===== src/rtl/tf_seq_ctrl.sv =====
// tf_seq_ctrl: twiddle-factor generator sequencer.
// Walks every NTT stage l and every twiddle group (ite_sw_cnt) of that stage,
// DEPTH beats per group, with a DRAIN_CYC idle gap after each stage, then
// pulses done. All outputs are registered; the counters visible in a cycle
// always describe the beat whose TF_ren is high in that same cycle.
// Optional feature macro: TF_SEQ_CTRL_PERF_EN (builds the cycle_cnt counter).
module tf_seq_ctrl #(
  parameter int D_WIDTH    = 64,
  parameter int LOG_DEGREE = 10,
  parameter int RADIX_K1   = 4,
  parameter int DEPTH      = 4,
  parameter int DRAIN_CYC  = 3
) (
  input  logic               clk,
  input  logic               rst,
  input  logic               start,
  input  logic               stall,
  output logic               busy,
  output logic               done,
  output logic               TF_ren,
  output logic               TF_wen,
  output logic [2:0]         it_depth_cnt,
  output logic [2:0]         l,
  output logic               LAST_STAGE,
  output logic [D_WIDTH-1:0] ite_sw_cnt,
  output logic [D_WIDTH-1:0] ite_sw_cnt_ite3,
  output logic [31:0]        cycle_cnt
);

  localparam int NUM_STAGES = (LOG_DEGREE + RADIX_K1 - 1) / RADIX_K1;
  localparam int DC_W       = (DRAIN_CYC > 1) ? $clog2(DRAIN_CYC) : 1;

  localparam logic [2:0]      LAST_L    = 3'(NUM_STAGES - 1);
  localparam logic [2:0]      LAST_BEAT = 3'(DEPTH - 1);
  localparam logic [DC_W-1:0] DC_LAST   = DC_W'(DRAIN_CYC - 1);

  // Parameter sanity: the 3-bit beat/stage outputs and the group counter
  // width bound what can be sequenced.
  if (DEPTH < 1 || DEPTH > 8) begin : g_bad_depth
    $error("tf_seq_ctrl: DEPTH must be in 1..8");
  end
  if (NUM_STAGES < 1 || NUM_STAGES > 8) begin : g_bad_stages
    $error("tf_seq_ctrl: NUM_STAGES must be in 1..8");
  end
  if (RADIX_K1 * (NUM_STAGES - 1) > D_WIDTH) begin : g_bad_width
    $error("tf_seq_ctrl: G(l) overflows D_WIDTH");
  end
  if (DRAIN_CYC < 1) begin : g_bad_drain
    $error("tf_seq_ctrl: DRAIN_CYC must be at least 1");
  end

  typedef enum logic [1:0] {IDLE, RUN, DRAIN, DONE} state_t;

  state_t            state;
  logic              fresh;   // RUN entered, first beat of the stage not yet issued
  logic [DC_W-1:0]   dcnt;
  logic [D_WIDTH-1:0] g_last;
  logic              beat_last, stage_end;
  logic [2:0]        adv_it;
  logic [D_WIDTH-1:0] adv_ite;
  logic [2:0]        l_inc;

  // Beat/group stepping from the beat currently on the outputs.
  always_comb begin
    g_last    = ~({D_WIDTH{1'b1}} << (RADIX_K1 * int'(l)));
    beat_last = (it_depth_cnt == LAST_BEAT);
    stage_end = beat_last && (ite_sw_cnt == g_last);
    adv_it    = beat_last ? 3'd0 : it_depth_cnt + 3'd1;
    adv_ite   = beat_last ? ite_sw_cnt + D_WIDTH'(1) : ite_sw_cnt;
    l_inc     = l + 3'd1;
  end

  // Sequencer FSM with registered outputs.
  always_ff @(posedge clk) begin
    if (rst) begin
      state           <= IDLE;
      fresh           <= 1'b0;
      dcnt            <= '0;
      busy            <= 1'b0;
      done            <= 1'b0;
      TF_ren          <= 1'b0;
      TF_wen          <= 1'b0;
      it_depth_cnt    <= '0;
      l               <= '0;
      LAST_STAGE      <= 1'b0;
      ite_sw_cnt      <= '0;
      ite_sw_cnt_ite3 <= '0;
    end else begin
      case (state)
        IDLE: begin
          if (start) begin
            state           <= RUN;
            fresh           <= 1'b1;
            busy            <= 1'b1;
            dcnt            <= '0;
            l               <= '0;
            LAST_STAGE      <= (LAST_L == 3'd0);
            it_depth_cnt    <= '0;
            ite_sw_cnt      <= '0;
            ite_sw_cnt_ite3 <= '0;
            TF_ren          <= 1'b0;
            TF_wen          <= 1'b0;
          end
        end
        RUN: begin
          if (stall) begin
            // Freeze on the current beat; resume re-steps from it.
            TF_ren <= 1'b0;
            TF_wen <= 1'b0;
          end else if (fresh) begin
            // Counters are already zero: issue beat 0 of group 0.
            fresh  <= 1'b0;
            TF_ren <= 1'b1;
            TF_wen <= 1'b1;
          end else if (stage_end) begin
            state           <= DRAIN;
            dcnt            <= '0;
            TF_ren          <= 1'b0;
            TF_wen          <= 1'b0;
            it_depth_cnt    <= '0;
            ite_sw_cnt      <= '0;
            ite_sw_cnt_ite3 <= '0;
          end else begin
            TF_ren          <= 1'b1;
            TF_wen          <= (adv_it == 3'd0);
            it_depth_cnt    <= adv_it;
            ite_sw_cnt      <= adv_ite;
            ite_sw_cnt_ite3 <= adv_ite >> RADIX_K1;
          end
        end
        DRAIN: begin
          if (dcnt != DC_LAST) begin
            dcnt <= dcnt + DC_W'(1);
          end else if (LAST_STAGE) begin
            state <= DONE;
            done  <= 1'b1;
          end else begin
            // Next stage starts directly on its first beat unless stalled.
            state      <= RUN;
            dcnt       <= '0;
            l          <= l_inc;
            LAST_STAGE <= (l_inc == LAST_L);
            fresh      <= stall;
            TF_ren     <= !stall;
            TF_wen     <= !stall;
          end
        end
        DONE: begin
          state <= IDLE;
          done  <= 1'b0;
          busy  <= 1'b0;
        end
        default: state <= IDLE;
      endcase
    end
  end

`ifdef TF_SEQ_CTRL_PERF_EN
  // Counts sequencing edges from start acceptance through the done edge;
  // the DONE->IDLE edge is not counted, so the value held equals the done cycle.
  always_ff @(posedge clk) begin
    if (rst)
      cycle_cnt <= '0;
    else if (state == IDLE && start)
      cycle_cnt <= '0;
    else if (state == RUN || state == DRAIN)
      cycle_cnt <= cycle_cnt + 32'd1;
  end
`else
  assign cycle_cnt = '0;
`endif

endmodule


===== config.mk =====
export PLATFORM = sky130hd
export DESIGN_NAME = tf_seq_ctrl
export DESIGN_NICKNAME = d
export VERILOG_FILES = /design/src/rtl/tf_seq_ctrl.sv
export SDC_FILE = /design/constraint.sdc
export NUM_CORES = 1
export LEC_CHECK = 0
export ABC_AREA = 1
export CAP_MARGIN = 20
export CORE_MARGIN = 2
export CORE_UTILIZATION = 45
export CTS_CLUSTER_SIZE = 25
export DETAILED_ROUTE_END_ITERATION = 16
export HOLD_SLACK_MARGIN = 0.1
export PLACE_DENSITY = 0.75
export SETUP_SLACK_MARGIN = 0.2
export SLEW_MARGIN = 20
export SYNTH_ARGS = -nofsm -noshare
export SYNTH_HDL_FRONTEND = slang
export SYNTH_SLANG_ARGS = --single-unit
export TNS_END_PERCENT = 5

===== constraint.sdc =====
create_clock -name clk -period 4.9 [get_ports clk]
set_clock_uncertainty 0.2 [all_clocks]
set_input_delay 0.49 -clock clk [delete_from_list [all_inputs] [get_ports clk]]
set_output_delay 0.49 -clock clk [all_outputs]
set_load 0.02 [all_outputs]

==> flow_summary.json <==
{
  "p_leak_nw": 2.90,
  "cts_resized": 0,
  "setup_viol": 0,
  "clk_pin_slew_ns": 0.06,
  "finalSetupTns_ns": 0,
  "routedWlPerCell_um": 15.8,
  "yosysWarnings": 0,
  "cts_hold_buf": 0,
  "drv_cap": 0,
  "grt_pass1_wl_mm": 32.4,
  "timing.rr.end": "ite_sw_cnt[28]$_SDFFE_PP0P_",
  "drive_gt1_frac": 0.0616,
  "grt_max_degree": 36,
  "fin_crit_ns": 3.12,
  "critPathCaptureType": "flip-flop",
  "synthTopCellsByArea": "dfxtp_1 25%, nand2_1 14%, buf_4 11%",
  "rsz0062_at_grt": "no",
  "numCtsBuffers": 9,
  "power.share.clock": 0.350,
  "globalplace.congestion": 0.988,
  "io_buffers": 138,
  "critPathLaunch": "state[1]$_SDFFE_PP0P_",
  "ir_drop_uv": 307,
  "layout.nets": 1145,
  "start_util": 0.463,
  "cts.sinks": 80,
  "reg2reg_depth": 10,
  "n_antenna_cell": 0,
  "drt-pass1-iter-count": 5,
  "power_density_nw_per_um2": 272,
  "grt_overflow": 0,
  "hpwl_mm": 15.6,
  "max_freq_mhz": 320,
  "p_seq_frac": 0.337,
  "hold_viol_final": 0,
  "synth_top_cell_area_share": 0.247,
  "ys.flop_type": "dfxtp_1",
  "crit_arrival_ns": 3.20,
  "crit_type": "flip-flop to flip-flop",
  "combPwrFrac": 0.314,
  "synthCells": 1063,
  "synth_edf_count": 0,
  "grt_pass1_vias": 6284,
  "crit_path_start_kind": "flip-flop",
  "worst_slew_pin_slew_ns": 0.717,
  "rows": 43,
  "vias": 6945,
  "final_max_slew_viol_count": 0,
  "die_w_um": 124,
  "tritoncts": "yes",
  "p_sw_w": 0.000831,
  "seq_area_um2": 1600,
  "netSwitchingFraction": 0.397,
  "seq_area_frac_synth": 0.247,
  "clock_latency_ns": 0.36,
  "ios": 175,
  "period_share": 0.637,
  "area_growth_pct": 19.1,
  "drtIter0Drc": 674,
  "async_reset_ff_frac": 0,
  "required_ns": 4.98,
  "place_area_um2": 7390,
  "synth_common_cells": "239 x nand2_1, 173 x nor2_1, 121 x inv_1",
  "dieArea_um2": 15400,
  "ant_nets": 0,
  "ys_ff_latch": 80,
  "synth_top_area_cell": "dfxtp_1",
  "dp.cells": 1300,
  "r2r_slack_ns": 1.78,
  "fin_cells": 1316,
  "post-route-cell-area_um2": 7710,
  "p_int_w": 0.00126,
  "drc": 0,
  "max_slew_margin": 0.521,
  "worstPathMaxFanout": 35,
  "grt_usage": 0.275,
  "h-tree-depth": 3,
  "endpoint": "ite_sw_cnt[28]$_SDFFE_PP0P_",
  "syn_area_per_cell_um2": 6.09,
  "reg2reg_from": "state[1]$_SDFFE_PP0P_",
  "cts_buffer_depth": 2,
  "die_h_um": 124,
  "post-cts-setup-buffers": 0,
  "fillers": 1437,
  "synth.most_common_cell": "nand2_1",
  "hold_path_class": "flip-flop to flip-flop",
  "yosysUniqueCellTypes": 43,
  "vias_per_cell": 5.28,
  "wl_mm": 20.8,
  "core_area_um2": 14000,
  "cts-root-buf": "clkbuf_16",
  "run_status": "complete, no violations",
  "multi_input_area_um2": 3680,
  "antenna_found_initial": 0,
  "synth.cell_area_um2": 6470
}
## area by class of cell
cell class	count	share of cell area
Clock buffer	14	0.0368
Clock inverter	2	0.00454
Inverter	128	0.0623
Multi-Input combinational cell	771	0.477
Sequential cell	80	0.208
Tap cell	180	0.0292
Timing Repair Buffer	141	0.182
## sequential cells by signal, indices dropped and copies added, names as in the netlist, 2 cells and up
| signal | count |
|---|---|
| l | 3 |
| ite_sw_cnt | 63 |
| it_depth_cnt | 3 |
| state | 2 |
| dcnt | 2 |
## cell usage in the layout (no fill, tap or decap), types with 8 or more instances in the layout
cell / Yosys / final
clkdlybuf4s50_1: 0 / 138
conb_1: 1 / 36
dfxtp_1: 80 / 80
o21ai_0: 24 / 24
a21oi_1: 51 / 51
nor3_1: 42 / 42
nand2_1: 239 / 239
nand4_1: 29 / 29
nand3_1: 73 / 73
xor2_1: 8 / 8
nand3b_1: 8 / 8
inv_1: 121 / 121
clkbuf_16: 0 / 9
nand2_2: 8 / 8
nor2_2: 12 / 12
ha_1: 10 / 10
nor2_1: 173 / 173
## per-stage QoR
stage / hold slack [ns] / utilization / total power (W) / setup slack (ns)
floorplan: 0.273 / - / 0.00125 / 2.77
global placement: 0.264 / 0.528 / 0.00135 / 1.82
detailed placement: 0.259 / 0.528 / 0.00136 / 1.75
CTS: 0.270 / 0.551 / 0.00208 / 1.83
global route: 0.287 / 0.551 / 0.00219 / 1.51
finish: 0.274 / 0.551 / 0.00209 / 1.78
## cell families after synthesis
| family | share of synthesized area |
|---|---|
| DFF | 0.247 |
| other | 0.000579 |
| adders and majority gates | 0.0193 |
| buffers and inverters | 0.204 |
| AOI/OAI and AO/OA | 0.0752 |
| and+or+nand+nor | 0.440 |
| xor gates and xnor gates | 0.0135 |
## routing by layer
metal  GRT usage  part of all wire
met5           0                 0
met4      0.0934             0.026
met3      0.0627             0.091
met2       0.437              0.44
met1       0.368              0.44
## critical path, cell delays in order, from the launching register on
cell,delay [ns]
dfxtp_1,0.34
inv_1,0.11
ha_1,0.49
o21ai_1,0.18
o211ai_2,0.15
inv_2,0.10
nand2_4,0.35
inv_2,0.24
nand2_2,0.30
nand2_4,0.29
nor3b_1,0.25
## power groups by stage
stage	registers, W	clock network [W]	logic [W]
2_1_floorplan	0.000721	0	0.000531
3_3_place_gp	0.000717	0	0.000631
3_5_place_dp	0.000717	0	0.000639
4_1_cts	0.000704	0.000735	0.000643
5_1_grt	0.000709	0.000766	0.000714
6_report	0.000705	0.000732	0.000657
## worst min-delay path by stage
stage                                     start                    end  slack [ns]  cells past startpoint
after floorplan           state[1]$_SDFFE_PP0P_  state[1]$_SDFFE_PP0P_        0.27                      2
after global placement      TF_wen$_SDFFE_PP0P_    TF_wen$_SDFFE_PP0P_        0.26                      2
after detailed placement    TF_wen$_SDFFE_PP0P_    TF_wen$_SDFFE_PP0P_        0.26                      2
after CTS                   TF_wen$_SDFFE_PP0P_    TF_wen$_SDFFE_PP0P_        0.27                      2
after global routing        TF_wen$_SDFFE_PP0P_    TF_wen$_SDFFE_PP0P_        0.29                      2
final                       TF_wen$_SDFFE_PP0P_    TF_wen$_SDFFE_PP0P_        0.27                      2
Note: power is estimated with default switching activity, not from simulation.
